**src/rtl/fetch_stage_if.sv**
```systemverilog
// Program-memory bus between the fetch stage (master) and a combinational ROM (slave).
interface fetch_stage_if #(
  parameter int DATA_WIDTH = 32
);
  logic [DATA_WIDTH-1:0] addr;
  logic [DATA_WIDTH-1:0] instr;

  modport master (output addr, input  instr);
  modport slave  (input  addr, output instr);
endinterface

```
**src/rtl/fetch_stage.sv**
```systemverilog
// MIPS instruction-fetch stage: PC register, IF/ID pipeline register, stall/flush/redirect.
// Optional FETCH_STATS_EN adds saturating stall/flush event counters.
module fetch_stage #(
  parameter int                    DATA_WIDTH = 32,
  parameter logic [DATA_WIDTH-1:0] RESET_PC   = 32'h0040_0000
) (
  input  logic                  clk,
  input  logic                  reset,
  input  logic                  stall_i,
  input  logic                  flush_i,
  input  logic                  redirect_i,
  input  logic [DATA_WIDTH-1:0] redirect_pc_i,
  fetch_stage_if.master         imem,
  output logic [DATA_WIDTH-1:0] pc_o,
  output logic [DATA_WIDTH-1:0] ifid_instr_o,
  output logic [DATA_WIDTH-1:0] ifid_pc4_o,
  output logic                  ifid_valid_o,
  output logic                  align_err_o
`ifdef FETCH_STATS_EN
  ,
  output logic [31:0]           stall_cnt_o,
  output logic [31:0]           flush_cnt_o
`endif
);

  logic [DATA_WIDTH-1:0] pc;
  logic [DATA_WIDTH-1:0] pc_plus4;

  // Wraps modulo 2^DATA_WIDTH with no overflow indication.
  assign pc_plus4  = pc + DATA_WIDTH'(4);
  assign imem.addr = pc;
  assign pc_o      = pc;

  // NOTE: sequential state uses non-blocking (<=) so every register samples pre-edge values.
  always_ff @(posedge clk) begin
    // NOTE: reset is synchronous here, so it is just the highest-priority branch at the edge.
    if (reset) begin
      pc <= RESET_PC;
    end else if (redirect_i) begin
      pc <= {redirect_pc_i[DATA_WIDTH-1:2], 2'b00};
    end else if (!stall_i) begin
      pc <= pc_plus4;
    end
  end

  // IF/ID register; a redirect without flush still latches the old-PC fetch (delay slot).
  always_ff @(posedge clk) begin
    if (reset) begin
      ifid_instr_o <= '0;
      ifid_pc4_o   <= '0;
      ifid_valid_o <= 1'b0;
    end else if (flush_i) begin
      ifid_instr_o <= '0;
      ifid_pc4_o   <= '0;
      ifid_valid_o <= 1'b0;
    end else if (!stall_i) begin
      ifid_instr_o <= imem.instr;
      ifid_pc4_o   <= pc_plus4;
      ifid_valid_o <= 1'b1;
    end
  end

  always_ff @(posedge clk) begin
    if (reset) begin
      align_err_o <= 1'b0;
    end else begin
      align_err_o <= redirect_i && (redirect_pc_i[1:0] != 2'b00);
    end
  end

`ifdef FETCH_STATS_EN
  // Stall cycles that were overridden by a flush are not counted as stalls.
  always_ff @(posedge clk) begin
    if (reset) begin
      stall_cnt_o <= '0;
      flush_cnt_o <= '0;
    end else begin
      if (stall_i && !flush_i && (stall_cnt_o != 32'hFFFF_FFFF)) begin
        stall_cnt_o <= stall_cnt_o + 32'd1;
      end
      if (flush_i && (flush_cnt_o != 32'hFFFF_FFFF)) begin
        flush_cnt_o <= flush_cnt_o + 32'd1;
      end
    end
  end
`endif

endmodule

```
**src/flat_wrapper.sv**
```systemverilog
// flat-port wrapper written by rule: the top's interface ports become plain ports
module fetch_stage_flat 
#(
  parameter int                    DATA_WIDTH = 32,
  parameter logic [DATA_WIDTH-1:0] RESET_PC   = 32'h0040_0000
)
  (clk, reset, stall_i, flush_i, redirect_i, redirect_pc_i, pc_o, ifid_instr_o, ifid_pc4_o, ifid_valid_o, align_err_o, imem_addr, imem_instr);
  fetch_stage_if #(.DATA_WIDTH(DATA_WIDTH)) imem_i ();
  input  logic clk;
  input  logic reset;
  input  logic stall_i;
  input  logic flush_i;
  input  logic redirect_i;
  input  logic [DATA_WIDTH-1:0] redirect_pc_i;
  output logic [DATA_WIDTH-1:0] pc_o;
  output logic [DATA_WIDTH-1:0] ifid_instr_o;
  output logic [DATA_WIDTH-1:0] ifid_pc4_o;
  output logic ifid_valid_o;
  output logic align_err_o;
  output wire logic [$bits(imem_i.addr)-1:0] imem_addr;
  input wire logic [$bits(imem_i.instr)-1:0] imem_instr;
  assign imem_addr = imem_i.addr;
  assign imem_i.instr = imem_instr;
  fetch_stage #(.DATA_WIDTH(DATA_WIDTH), .RESET_PC(RESET_PC)) u_core (.clk(clk), .reset(reset), .stall_i(stall_i), .flush_i(flush_i), .redirect_i(redirect_i), .redirect_pc_i(redirect_pc_i), .imem(imem_i), .pc_o(pc_o), .ifid_instr_o(ifid_instr_o), .ifid_pc4_o(ifid_pc4_o), .ifid_valid_o(ifid_valid_o), .align_err_o(align_err_o));
endmodule
```
**config.mk**
```make
export PLATFORM = sky130hd
export DESIGN_NAME = fetch_stage_flat
export DESIGN_NICKNAME = d
export VERILOG_FILES = /design/src/rtl/fetch_stage_if.sv /design/src/rtl/fetch_stage.sv /design/src/flat_wrapper.sv
export SDC_FILE = /design/constraint.sdc
export NUM_CORES = 1
export LEC_CHECK = 0
export BUFFER_PORTS_ARGS = -buffer_cell sky130_fd_sc_hd__buf_2
export CORE_MARGIN = 4
export CORE_UTILIZATION = 52
export DETAILED_ROUTE_END_ITERATION = 16
export PLACE_DENSITY = 0.85
export SLEW_MARGIN = 15
export SYNTH_ARGS = -nofsm -noshare
export SYNTH_HDL_FRONTEND = slang
export SYNTH_SLANG_ARGS = --single-unit
```
**constraint.sdc**
```tcl
create_clock -name clk -period 4.6 [get_ports clk]
set_clock_uncertainty 0.05 [all_clocks]
set_input_delay 0.92 -clock clk [delete_from_list [all_inputs] [get_ports clk]]
set_output_delay 0.92 -clock clk [all_outputs]
set_load 0.02 [all_outputs]
```
After elaboration in Yosys (flattened, before gate mapping) --
Index checks and enable logic that the tools add are counted.
Cells by class: mux-type cells 2, add/subtract/negate cells 1, equality and inequality tests 1, reduce and logical (&&, ||, !) cells 4
Operators with widths (number):
- $mux W32 | 2
- $add A32 B3 Y32 const B | 1
- $reduce_or A2 Y1 | 2
- $ne A2 B1 Y1 const B | 1
- $reduce_bool A2 Y1 | 1
- $logic_and A1 B1 Y1 | 1
Storage, ports and cells: register bits 98, logic and storage cells 14, output and inout bits 130, input port bits 69

Depth between registers and ports, before layout --
Gate-level depths: netlist of the first run.
depth after elaboration 3, mapped depth 7, mapped depth without buffers 5

Worst setup path before layout of the first run --
OpenSTA, ideal clock, no wires.
path kind input port to flip-flop, from in stall_i, to reg u_core.pc[28] (netlist: u_core.imem.addr[28]), stages 4, data required time 4459 ps, library setup time 91 ps, path slack 2083 ps, path buffers 0, arrival 2376 ps, cell sequence nand4b_1 -> or4_4 -> or4_1 -> a311oi_1
Between the ends: longest elaborated chain between the ends 1
Ends and longest elaborated chain:
- start: declaration | line flat_wrapper.sv:11 | input logic stall_i;
- $ne A2 B1 Y1 (no line)
- end signal: assignment | line fetch_stage.sv:40 | pc <= {redirect_pc_i[DATA_WIDTH-1:2], 2'b00};
- end signal: assignment | line fetch_stage.sv:42 | pc <= pc_plus4;
- end: declaration | line fetch_stage.sv:26 | logic [DATA_WIDTH-1:0] pc;
No other way between the ends. A chain may end at the register's enable or synchronous reset.

Final worst setup path of the first run --
Same ends and word-level chain as after synthesis.

==> flow_summary_export.csv, run 1 <==
group,metric,value,unit
run_status,status,"finished, final reports clean",
hold_path,hold_path.class,"flip-flop to flip-flop",
worst_setup_path,crit_type,"input port to flip-flop",
placement,place_area,5460,um2
global_route,grt_pass1_wl,22600,um
pwr,powerDensity,319,nW/um2
clocking,insertion_delay,0.36,ns
route,routed_via_density,5.95,
worst_setup_path,cp.arrival,2.95,ns
job,maxCapViolCount,0,
hold_path,min_path_cells,1,
synthesis,ys_warn_count,0,
worst_setup_path,regToRegStartpoint,"u_core.imem.addr[6]",
final_layout,final_nets,760,
worst_setup_path,critPathCaptureType,"flip-flop",
global_route,grt_util_all_layers,24.8,%
synthesis,synth_most_common_cell,"dfxtp_1",
floorplan,rows,34,
sta,layout_setup_ws,1.87,ns
sta,tns,0,ns
worst_setup_path,startpoint,"stall_i",
sta,relSlewSlack,32.9,%
sta,max_freq,0.367,GHz
clocking,cts_buffer_depth,2,
floorplan,io_pins,199,
final_layout,drive_gt1_share,31.9,%
clocking,clock-root-buffer,"clkbuf_8",
placement,dp_cells,787,
final_layout,antenna_cells,0,
sta,final_max_slew_viol_count,0,
route,drc,0,
final_layout,area_growth,18.8,%
route,drt_iter0_drc,337,
synthesis,synth.distinct_cells,52,
floorplan,dieArea,10800,um2
synthesis,yosysSeqAreaShare,39.3,%
sta,whs,0.424,ns
synthesis,synthTopCellsByArea,"dfxtp_1 39%, mux2i_1 6.7%, buf_4 5.8%",
worst_setup_path,required,4.82,ns
synthesis,syn_area_per_cell,8.50,um2
global_route,grt_pass1_vias,4582,
sta,rsz0062_at_grt,"no",
hold_path,min_from,"u_core.ifid_valid_o",
worst_setup_path,reg2reg_depth,4,
global_route,antenna_found_initial,0,
clocking,cts_setup_buffers,0,
sta,tightestPinTransition,0.998,ns
clocking,numCtsBuffers,9,
final_layout,fin_cells,803,
sta,hold_viol,0,
global_route,grt_max_degree,43,
final_layout,fin_area,5680,um2
clocking,cts_num_sinks,94,
route,drtAntennaViolNets,0,
route,wl,13700,um
placement,pre_cts_ws,1.55,ns
synthesis,syn_area,4790,um2
clocking,cts.htree.levels,3,
sta,finalCritPeriodShare,59.3,%
clocking,cts_resized,0,
synthesis,ys_ff_latch,94,
synthesis,synthFlopType,"dfxtp_1",
route,via_count,4777,
worst_setup_path,crit_path_start_kind,"input port",
worst_setup_path,path_max_fanout,32,
clocking,cts_tree,"built",
sta,setup_viol,0,
sta,post-route-min-period,2.73,ns
placement,io_buffers,192,
floorplan,core_area,8850,um2
route,wire_per_inst,17.0,um
synthesis,synth_edf_count,0,
route,drt_pre_antenna_iters,5,
floorplan,start_util,54.1,%
global_route,gr-total-overflow,0,
pwr,ir_worst_vdd,0.000254,V
synthesis,synthDominantCellAreaShare,39.3,%
clocking,cts_hold_buffers,0,
synthesis,synthTopCellsByCount,"94 x dfxtp_1, 67 x nor2_1, 37 x buf_4, 36 x clkbuf_1, 33 x o21ai_0",
pwr,leakage,2.56,nW
synthesis,async_flop_share,0,%
floorplan,die_w,104,um
synthesis,yosys.area.top_type,"dfxtp_1",
floorplan,die_y,104,um
clocking,path_clk_slew,0.09,ns
placement,detailed_place_hpwl,10100,um
placement,place.gp.congestion,0.892,
synthesis,synthCells,563,
-- logic make-up after synthesis --
family                   share of synthesized area, %
AO/OA/AOI/OAI                                    15.8
XOR/XNOR                                         4.21
adder cells (fa/ha/maj)                         0.261
buffers and inverters                            10.5
flip-flops                                       39.3
multiplexers                                     6.69
other                                          0.0784
AND/OR/NAND/NOR                                  23.1
-- registers in the layout, summed over array words and instances (netlist names) --
signal and flops:
u_core.imem.addr 30, u_core.ifid_instr_o 32, u_core.ifid_pc4_o 30, u_core.align_err_o 1, u_core.ifid_valid_o 1
-- where the power goes --
| group | total [mW] | internal [mW] | switching, mW |
|---|---|---|---|
| combinational | 0.296 | 0.111 | 0.185 |
| clock | 0.611 | 0.311 | 0.299 |
| sequential | 0.909 | 0.851 | 0.0579 |
| total | 1.82 | 1.27 | 0.542 |
-- final cells by class --
cell class	instances	area, um2
Clock buffer	10	128
Timing Repair Buffer	197	998
Fill cell	800	3160
Tap cell	108	135
Inverter	7	26.3
Clock inverter	6	95.1
Multi-Input combinational cell	381	2420
Sequential cell	94	1880
-- final timing paths --
check | to | slack (ns)
worst max-delay path | u_core.imem.addr[28] | 1.87
worst min-delay path | u_core.ifid_valid_o | 0.42
worst max register to register | u_core.imem.addr[26] | 1.88
worst min register to register | u_core.ifid_valid_o | 0.42
-- critical path, cell delays in order --
cell and delay, ns:
buf_2 0.29, nand4b_1 0.46, or4_4 0.55, or4_1 0.47
a311oi_1 0.25
-- layout by cell type, fill, tap and decap left out, types with 2 or more instances in the layout --
master	netlist	layout
conb_1	1	6
o31ai_1	8	8
o211a_1	3	3
or3_1	8	8
a21oi_1	17	17
a211oi_1	17	17
nor4_1	12	12
nor4_2	2	2
clkinv_4	0	3
nand3_1	13	13
nor2b_1	3	3
xnor2_1	14	14
o2111a_1	2	2
and3_1	7	7
o21ai_0	33	33
or2_2	2	2
nand4_1	16	16
a31oi_1	5	5
nor3_1	16	16
a2111oi_0	4	4
a32oi_1	2	2
buf_2	12	192
nor2_1	67	67
buf_4	37	5
clkbuf_8	0	9
or4_1	10	10
nand4b_1	2	2
bufinv_16	0	2
nand2b_1	2	2
xor2_1	9	9
inv_1	7	7
o31a_2	2	2
mux2i_1	32	32
dfxtp_1	94	94
and4_1	10	10
a311oi_1	10	10
nand2_1	31	31
-- metrics by stage --
stage / power, mW / utilization, %
6_report: 1.82 / 64.2
5_1_grt: 1.89 / 64.2
4_1_cts: 1.83 / 64.2
3_5_place_dp: 1.22 / 61.7
3_3_place_gp: 1.21 / 61.7
2_1_floorplan: 1.14 / -
-- metal layers --
layer	track usage [%]	vias up	share of wire (%)
met5	0	-	0
met4	6.17	0	1.3
met3	5.52	19	10
met2	43.3	279	50
met1	31.1	2214	39
li1	-	2265	-
Note: power is estimated with default switching activity, not from simulation.
==> run 2: changes to the inputs <==
--- a/config.mk
+++ b/config.mk
@@ -7,9 +7,9 @@
 export LEC_CHECK = 0
 export BUFFER_PORTS_ARGS = -buffer_cell sky130_fd_sc_hd__buf_2
 export CORE_MARGIN = 4
-export CORE_UTILIZATION = 52
+export CORE_UTILIZATION = 44
 export DETAILED_ROUTE_END_ITERATION = 16
-export PLACE_DENSITY = 0.85
+export PLACE_DENSITY = 0.76
 export SLEW_MARGIN = 15
 export SYNTH_ARGS = -nofsm -noshare
 export SYNTH_HDL_FRONTEND = slang
==> constraint.sdc (replaced) <==
create_clock -name clk -period 2.45 [get_ports clk]
set_clock_uncertainty 0.05 [all_clocks]
set_input_delay 0.49 -clock clk [delete_from_list [all_inputs] [get_ports clk]]
set_output_delay 0.49 -clock clk [all_outputs]
set_load 0.02 [all_outputs]
==> run 2 against run 1 <==
Compared with the run above: critical path depth down 1; die area up 17%; first-iteration DRC count up 8.6%; cell area up 4.0%; register-to-register slack worse by 1.6 ns; via count up 0.44%; power up 84%; largest power group unchanged.
==> flow_summary_export.csv, run 2 (synthesized netlist as in run 1, its figures left out) <==
group,metric,value,unit
pwr,powerDensity,565,nW/um2
placement,place.gp.congestion,0.886,
worst_setup_path,reg2reg_slack,0.25,ns
final_layout,drive_gt1_share,34.8,%
clocking,cts_hold_buffers,0,
pwr,leakage,2.69,nW
hold_path,min_path_cells,2,
final_layout,antenna_cells,0,
floorplan,core_area,10500,um2
placement,place_area,5710,um2
route,wire_per_inst,17.0,um
global_route,grt_pass1_vias,4629,
global_route,grt_util_all_layers,22.6,%
hold_path,min_from,"redirect_pc_i[6]",
sta,final_max_slew_viol_count,0,
worst_setup_path,required,2.68,ns
clocking,path_clk_slew,0.10,ns
sta,whs,0.288,ns
sta,finalCritPeriodShare,90.0,%
route,wl,14600,um
route,drt_pre_antenna_iters,5,
route,routed_via_density,5.58,
worst_setup_path,crit_type,"flip-flop to flip-flop",
hold_path,hold_path_end,"u_core.imem.addr[6]",
floorplan,dieArea,12600,um2
clocking,cts_buffer_depth,2,
floorplan,io_pins,199,
final_layout,largest_register,"u_core.ifid_instr_o",
sta,max_freq,0.454,GHz
sta,post-route-min-period,2.20,ns
clocking,cts_setup_buffers,0,
worst_setup_path,rr_endpoint,"u_core.imem.addr[28]",
route,drtAntennaViolNets,0,
hold_path,hold_path.class,"input port to flip-flop",
floorplan,rows,37,
sta,setup_viol,0,
worst_setup_path,path_max_fanout,8,
global_route,gr-total-overflow,0,
clocking,numCtsBuffers,9,
pwr,ir_worst_vdd,0.000337,V
worst_setup_path,critPathCaptureType,"flip-flop",
global_route,antenna_found_initial,0,
global_route,met2_usage,38.1,%
global_route,grtUsageMet1,28.3,%
worst_setup_path,crit_path_start_kind,"flip-flop",
job,maxCapViolCount,0,
sta,tns,0,ns
global_route,grt_pass1_wl,23500,um
global_route,grt-busiest-layer,"met2",
floorplan,die_w,112,um
placement,io_buffers,192,
clocking,cts_tree,"built",
final_layout,final_cell_mix,"192 x buf_2, 94 x dfxtp_1, 67 x nor2_1, 34 x buf_4, 33 x o21ai_0",
final_layout,area_growth,23.5,%
route,via_count,4798,
clocking,insertion_delay,0.37,ns
global_route,grt_max_degree,42,
clocking,cts_resized,0,
clocking,cts_num_sinks,94,
clocking,cts.htree.levels,3,
final_layout,fill_cells,966,
run_status,status,"finished, final reports clean",
sta,tightestPinTransition,0.648,ns
global_route,gr-usage-met3,4.80,%
route,drt_iter0_drc,366,
final_layout,layout_commonest_cell,"buf_2",
placement,detailed_place_hpwl,10900,um
clocking,clock-root-buffer,"clkbuf_8",
final_layout,largest_reg_flops,32,
floorplan,start_util,45.7,%
sta,relSlewSlack,56.4,%
route,drc,0,
worst_setup_path,regToRegStartpoint,"u_core.imem.addr[8]",
worst_setup_path,cp.arrival,2.43,ns
final_layout,fin_area,5910,um2
sta,rsz0062_at_grt,"no",
worst_setup_path,reg2reg_depth,4,
final_layout,final_nets,789,
sta,hold_viol,0,
floorplan,die_y,112,um
-- run 2: cell count changes in the layout (fill, tap and decap cells not counted) --
| cell | before | now |
|---|---|---|
| inv_6 | 1 | 2 |
| clkbuf_1 | 1 | 0 |
| buf_4 | 5 | 34 |
| clkinv_8 | 0 | 1 |
| inv_8 | 0 | 2 |
| bufinv_16 | 2 | 0 |
| clkinvlp_4 | 0 | 1 |
| clkinv_4 | 3 | 1 |
-- run 2: critical path, cell delays in order (launching register included) --
cell and delay, ns:
dfxtp_1 0.47, nand4_1 0.25, or4_4 0.58, or4_1 0.47, a311oi_1 0.29
-- run 2: power by group --
part | internal [mW] | switching [mW] | leakage, nW
Sequential | 1.60 | 0.0726 | 0.771
Clock | 0.401 | 0.637 | 0.0970
Combinational | 0.237 | 0.391 | 1.82
-- run 2: worst max-delay path by stage --
stage                         startpoint              endpoint  slack [ns]
CTS                 u_core.imem.addr[23]  u_core.imem.addr[29]        0.26
finish               u_core.imem.addr[8]  u_core.imem.addr[28]        0.25
detailed placement               stall_i  u_core.imem.addr[28]        0.26
global route        u_core.imem.addr[23]  u_core.imem.addr[29]        0.07
floorplan            u_core.imem.addr[2]  u_core.imem.addr[28]        0.11
global placement                 stall_i  u_core.imem.addr[28]        0.31
-- run 2: stage by stage --
| step | std cells | total power, mW | worst slack, ns | util [%] |
|---|---|---|---|---|
| 6_report | 860 | 3.34 | 0.246 | 56.5 |
| 5_1_grt | 860 | 3.49 | 0.0743 | 56.5 |
| 4_1_cts | 860 | 3.36 | 0.259 | 56.5 |
| 3_5_place_dp | 844 | 2.33 | 0.259 | 54.6 |
| 3_3_place_gp | 844 | 2.32 | 0.312 | 54.6 |
| 2_1_floorplan | 568 | 2.13 | 0.111 | - |
-- run 2: layer usage --
| layer | share of wire [%] | wire length, um |
|---|---|---|
| met5 | 0 | 0 |
| met2 | 48 | 7020 |
| met3 | 8.1 | 1190 |
| met1 | 41 | 6070 |
| met4 | 2.5 | 364 |
-- run 2: area by class of cell --
| class | count | area, um2 | share of cell area [%] |
|---|---|---|---|
| Clock buffer | 9 | 124 | 2.10 |
| Sequential cell | 94 | 1880 | 31.8 |
| Timing Repair Buffer | 226 | 1220 | 20.6 |
| Clock inverter | 7 | 72.6 | 1.23 |
| Inverter | 7 | 26.3 | 0.445 |
| Tap cell | 136 | 170 | 2.88 |
| Multi-Input combinational cell | 381 | 2420 | 40.9 |
